File: src/rtl/ram_ctrl_pkg.sv
// Shared definitions for the RAM burst controller and ram_block: state
// encoding and default bus widths.
package ram_ctrl_pkg;

    localparam int DEF_ADDR_W = 16;
    localparam int DEF_DATA_W = 8;
    localparam int DEF_LEN_W  = 8;

    typedef enum logic [2:0] {
        IDLE     = 3'd0,
        WRITE    = 3'd1,
        RD_ISSUE = 3'd2,
        RD_WAIT  = 3'd3,
        RD_HOLD  = 3'd4,
        DONE     = 3'd5
    } state_e;

endpackage

File: src/rtl/burst_addr_cnt.sv
// Loadable wrapping address counter paired with a beat down-counter; last_o
// flags the final beat of the burst.
module burst_addr_cnt #(
    parameter int ADDR_W = 16,
    parameter int LEN_W  = 8
) (
    input  logic              clk_i,
    input  logic              rst_i,
    input  logic              load_i,
    input  logic              step_i,
    input  logic [ADDR_W-1:0] addr_i,
    input  logic [LEN_W-1:0]  len_i,
    output logic [ADDR_W-1:0] addr_o,
    output logic              last_o
);

    logic [ADDR_W-1:0] addr_q, addr_d;
    logic [LEN_W-1:0]  left_q, left_d;

    // The address wraps naturally at 2^ADDR_W; stepping on the last beat is ignored.
    always_comb begin
        addr_d = addr_q;
        left_d = left_q;
        if (load_i) begin
            addr_d = addr_i;
            left_d = len_i;
        end else if (step_i && (left_q != '0)) begin
            addr_d = addr_q + ADDR_W'(1);
            left_d = left_q - LEN_W'(1);
        end
    end

    always_ff @(posedge clk_i or posedge rst_i) begin
        if (rst_i) begin
            addr_q <= '0;
            left_q <= '0;
        end else begin
            addr_q <= addr_d;
            left_q <= left_d;
        end
    end

    assign addr_o = addr_q;
    assign last_o = (left_q == '0);

endmodule

File: src/rtl/ram_burst_ctrl.sv
// Burst sequencer in front of ram_block: accepts read/write burst commands,
// streams write beats into the RAM and returns read beats with backpressure.
module ram_burst_ctrl
    import ram_ctrl_pkg::*;
#(
    parameter int ADDR_W     = DEF_ADDR_W,
    parameter int DATA_W     = DEF_DATA_W,
    parameter int LEN_W      = DEF_LEN_W,
    parameter int RD_LATENCY = 1
) (
    input  logic              clk,
    input  logic              rst,
    input  logic              req_valid,
    output logic              req_ready,
    input  logic              req_we,
    input  logic [ADDR_W-1:0] req_addr,
    input  logic [LEN_W-1:0]  req_len,
    input  logic              wr_valid,
    output logic              wr_ready,
    input  logic [DATA_W-1:0] wr_data,
    output logic              rd_valid,
    input  logic              rd_ready,
    output logic [DATA_W-1:0] rd_data,
    output logic              done,
    output logic [ADDR_W-1:0] ram_addr,
    output logic [DATA_W-1:0] ram_data_in,
    output logic              ram_we,
    input  logic [DATA_W-1:0] ram_data_out
);

    localparam int LAT_W = (RD_LATENCY > 1) ? $clog2(RD_LATENCY) : 1;

    state_e            state_q, state_d;
    logic [LAT_W-1:0]  lat_q, lat_d;
    logic [DATA_W-1:0] rd_data_q, rd_data_d;
    logic              cnt_load, cnt_step, cnt_last;
    logic [ADDR_W-1:0] cur_addr;

    burst_addr_cnt #(
        .ADDR_W (ADDR_W),
        .LEN_W  (LEN_W)
    ) u_cnt (
        .clk_i  (clk),
        .rst_i  (rst),
        .load_i (cnt_load),
        .step_i (cnt_step),
        .addr_i (req_addr),
        .len_i  (req_len),
        .addr_o (cur_addr),
        .last_o (cnt_last)
    );

    always_ff @(posedge clk or posedge rst) begin
        if (rst) begin
            state_q   <= IDLE;
            lat_q     <= '0;
            rd_data_q <= '0;
        end else begin
            state_q   <= state_d;
            lat_q     <= lat_d;
            rd_data_q <= rd_data_d;
        end
    end

    always_comb begin
        state_d   = state_q;
        lat_d     = lat_q;
        rd_data_d = rd_data_q;
        cnt_load  = 1'b0;
        cnt_step  = 1'b0;
        case (state_q)
            IDLE: begin
                if (req_valid) begin
                    cnt_load = 1'b1;
                    state_d  = req_we ? WRITE : RD_ISSUE;
                end
            end
            WRITE: begin
                if (wr_valid) begin
                    if (cnt_last) state_d  = DONE;
                    else          cnt_step = 1'b1;
                end
            end
            RD_ISSUE: begin
                lat_d   = LAT_W'(RD_LATENCY - 1);
                state_d = RD_WAIT;
            end
            // ram_addr has been stable since RD_ISSUE, so data is valid once lat_q hits 0.
            RD_WAIT: begin
                if (lat_q == '0) begin
                    rd_data_d = ram_data_out;
                    state_d   = RD_HOLD;
                end else begin
                    lat_d = lat_q - LAT_W'(1);
                end
            end
            RD_HOLD: begin
                if (rd_ready) begin
                    if (cnt_last) begin
                        state_d = DONE;
                    end else begin
                        cnt_step = 1'b1;
                        state_d  = RD_ISSUE;
                    end
                end
            end
            DONE:    state_d = IDLE;
            default: state_d = IDLE;
        endcase
    end

    // Write strobe is combinational so the RAM captures on the handshake edge.
    always_comb begin
        req_ready   = 1'b0;
        wr_ready    = 1'b0;
        rd_valid    = 1'b0;
        done        = 1'b0;
        ram_we      = 1'b0;
        ram_data_in = '0;
        ram_addr    = cur_addr;
        rd_data     = rd_data_q;
        case (state_q)
            IDLE:  req_ready = 1'b1;
            WRITE: begin
                wr_ready    = 1'b1;
                ram_we      = wr_valid;
                ram_data_in = wr_data;
            end
            RD_HOLD: rd_valid = 1'b1;
            DONE:    done     = 1'b1;
            default: ;
        endcase
    end

endmodule
File: config.mk
export PLATFORM = sky130hd
export DESIGN_NAME = ram_burst_ctrl
export DESIGN_NICKNAME = d
export VERILOG_FILES = /design/src/rtl/ram_ctrl_pkg.sv /design/src/rtl/burst_addr_cnt.sv /design/src/rtl/ram_burst_ctrl.sv
export SDC_FILE = /design/constraint.sdc
export NUM_CORES = 1
export LEC_CHECK = 0
export ABC_AREA = 1
export BUFFER_PORTS_ARGS = -buffer_cell sky130_fd_sc_hd__buf_2
export CAP_MARGIN = 20
export CORE_MARGIN = 8
export CORE_UTILIZATION = 50
export DETAILED_ROUTE_END_ITERATION = 8
export PLACE_DENSITY = 0.8
export SLEW_MARGIN = 0
export SYNTH_ARGS = -nofsm -noshare
export SYNTH_HDL_FRONTEND = slang
export SYNTH_SLANG_ARGS = --single-unit
File: constraint.sdc
create_clock -name clk -period 1.9 [get_ports clk]
set_input_delay 0.095 -clock clk [delete_from_list [all_inputs] [get_ports clk]]
set_output_delay 0.095 -clock clk [all_outputs]
set_load 0.005 [all_outputs]
==> run summary <==
drt initial violations -> 218
largest area contributor in the netlist -> dfrtp_1
setup TNS -> 0 ps
most numerous cell in the Yosys netlist -> nand2_1
Slew HR -> 0.6887
outcome -> complete, no violations
metal2 WL -> 3.018 mm
Root Buffer Master -> clkbuf_8
detailed-router iteration count before antenna repair -> 4
Cell Area, Synth -> 2404 sq um
Die H -> 85.34 microns
worst-path cell chain -> inv_1, ha_1, nand2_1, nor2_1, nand2_1, nand3_4, buf_4, a21oi_2, nand2_1, nand2_1
element type at the critical path start -> register
core area -> 4692 sq um
Crit path largest cell delay -> 370 ps
Initial Utilization -> 0.5123
Worst Path Buf+Inv -> 2
worst vdd ir -> 577.1 uV
Metal-1 WL -> 2.742 mm
Leak Pwr -> 0.001645 uW
initial antenna violation count -> 0
RSZ-0062 raised after global routing -> false
Setup Fix Bufs, Post-CTS -> 0
synth top area cells -> dfrtp_1 (36%), nand2_1 (20%), nand3_1 (9.6%), inv_1 (5.6%), nor2_1 (5.6%)
Synth Instances -> 357
highest metal used -> met4
nets -> 491
Tmin final -> 1665 ps
total global-route track usage -> 0.1725
post-synth top area share -> 0.3644
worst skew pair latency -> 290 ps
CP most frequent cell -> nand2_1
crit path kind -> register to register
family with the most delay on the worst path -> simple AND/OR/NAND/NOR gates
WL final -> 6.265 mm
CTS buffer count -> 5
number of synthesized flops with an enable pin -> 0
ant diodes -> 0
CP endpoint kind -> register
Netlist cell types -> 33
Fill cells -> 452
CTS tree -> done
slew of the pin with the lowest slew margin -> 467.0 ps
Avg WL per Cell -> 12.61 microns
Slew Viols, Final -> 0
gr ovfl total -> 0
Syn Nets -> 405
pin count of the biggest net entering global routing -> 39
port bufs -> 82
Final Power -> 4533 uW
synthesized area per cell -> 6.733 sq um
worst reg2reg setup slack -> 240 ps
met3 wire length -> 427 microns
power density cells -> 1539 nW/um^2
first-pass GRT wire length -> 10.43 mm
worst-case clock skew -> 5.938 ps
detailed-route via count -> 2489
final worst slack -> 235.1 ps
clk buf depth -> 2
WP data required -> 2080 ps
Max-Cap Viols -> 0
worst slack, placed -> 206.8 ps
Critical Path AT -> 1840 ps
share of cells above drive strength 1 -> 0.2573
via-per-instance ratio -> 5.008
Worst path slowest cell -> dfrtp_1
Util after Layout -> 0.6277
area post-placement -> 2839 sq um
fin crit share -> 0.8763
register area share after synthesis -> 0.3644
# setup viols final -> 0
HPWL after DPL -> 4.693 mm
Die W -> 85.34 microns
post-route ant nets -> 0
Area Growth Syn to Fin -> 22.54%
die area -> 7282 sq um
HP Class -> input pin to register
worst-path fanout max -> 13
synth warn -> 0
most frequent cells after synthesis -> nand2_1 (125), nand3_1 (46), inv_1 (36), nor2_1 (36), dfrtp_1 (35)
clock slew at reported path FFs -> 70 ps
global placer's final weighted congestion -> 0.8775
Async SR Flop Fraction -> 1.000
Top Ports -> 83
number of global-route vias before repair -> 2288
clk sinks -> 35
Design Area, Final -> 2945 sq um
Residual DRC -> 0
FMAX -> 600.6 MHz
Final Hold Viols -> 0
#FFs+latches synth -> 35
Core Rows -> 25
Synth Flop Type -> dfrtp_1
Max H-tree Level -> 2
[registers in the layout, summed over array words and instances (netlist names)]
| register | count |
|---|---|
| u_cnt.addr_o | 16 |
| rd_data | 8 |
| u_cnt.left_q | 8 |
| state_q | 3 |
[timing repair]
action,in CTS,in global routing
hold endpoints to repair,35,0
resized for setup,0,1
hold buffers,1,0
endpoints found under the setup margin,0,5
[per-layer routing]
| layer | track usage | vias to the layer above |
|---|---|---|
| met1 | 0.2105 | 1110 |
| li1 | - | 1300 |
| met5 | 0 | - |
| met2 | 0.2933 | 74 |
| met3 | 0.03958 | 5 |
| met4 | 0.05255 | 0 |
[cells in the final DEF (no fill, tap or decap), drive strengths merged]
cell,netlist,routed
xor2,1,1
o211ai,1,1
dlygate4sd3,0,1
a21oi,6,6
buf,10,88
nor3,2,2
xnor2,2,2
or2,6,6
clkinv,0,1
a21boi,2,2
nor2,40,40
o31ai,1,1
dfrtp,35,35
inv,42,42
a21o,1,1
clkbuf,0,6
o21bai,1,1
ha,2,2
nand4,5,5
o21ai,23,23
nand2,129,129
nand3,48,48
[where the power goes]
| group | switching (uW) | total, uW | internal [uW] | leakage [uW] |
|---|---|---|---|---|
| Combinational | 1550 | 2540 | 990 | 0.00116 |
| Sequential | 343 | 1440 | 1100 | 0.000436 |
| Clock | 268 | 553 | 285 | 0.0000470 |
| Total | 2160 | 4530 | 2370 | 0.00164 |
[worst paths after layout]
check,startpoint,endpoint,depth (start not counted)
max,u_cnt.left_q[0],u_cnt.addr_o[15],10
min,ram_data_out[4],rd_data[4],3
max reg2reg,u_cnt.left_q[0],u_cnt.addr_o[15],10
min reg2reg,rd_data[0],rd_data[0],2
max in group asynchronous,rst,u_cnt.addr_o[11],4
min in group asynchronous,rst,rd_data[1],4
[area by class of cell]
class | instances | area (sq um) | area share
clock buffers | 6 | 82.58 | 0.02804
clock inverters | 1 | 5.005 | 0.001699
inverters | 42 | 160.2 | 0.05438
well taps | 54 | 67.56 | 0.02294
repair buffers | 89 | 465.4 | 0.1580
multi-input cells | 270 | 1289 | 0.4376
flip-flops and latches | 35 | 875.8 | 0.2974
[tightest hold or removal path, cell delays in order]
cell     delay (ps)
buf_2            70
nand2_1          40
nand2_1          50
[metrics by stage]
| step | std cells | hold WS (ps) |
|---|---|---|
| 5_1_grt | 497 | 7.461 |
| 6_report | 497 | 4.479 |
| 4_1_cts | 497 | 2.865 |
| 2_1_floorplan | 357 | 211.6 |
| 3_3_place_gp | 489 | 221.6 |
| 3_5_place_dp | 489 | 231.5 |
[kinds of logic after synthesis]
family | share of synthesized area
simple gates | 0.4289
buf+inv | 0.1031
compound gates | 0.08225
flops | 0.3644
xor+xnor | 0.01093
fa+ha+maj | 0.01041
Note: power is estimated with default switching activity, not from simulation.
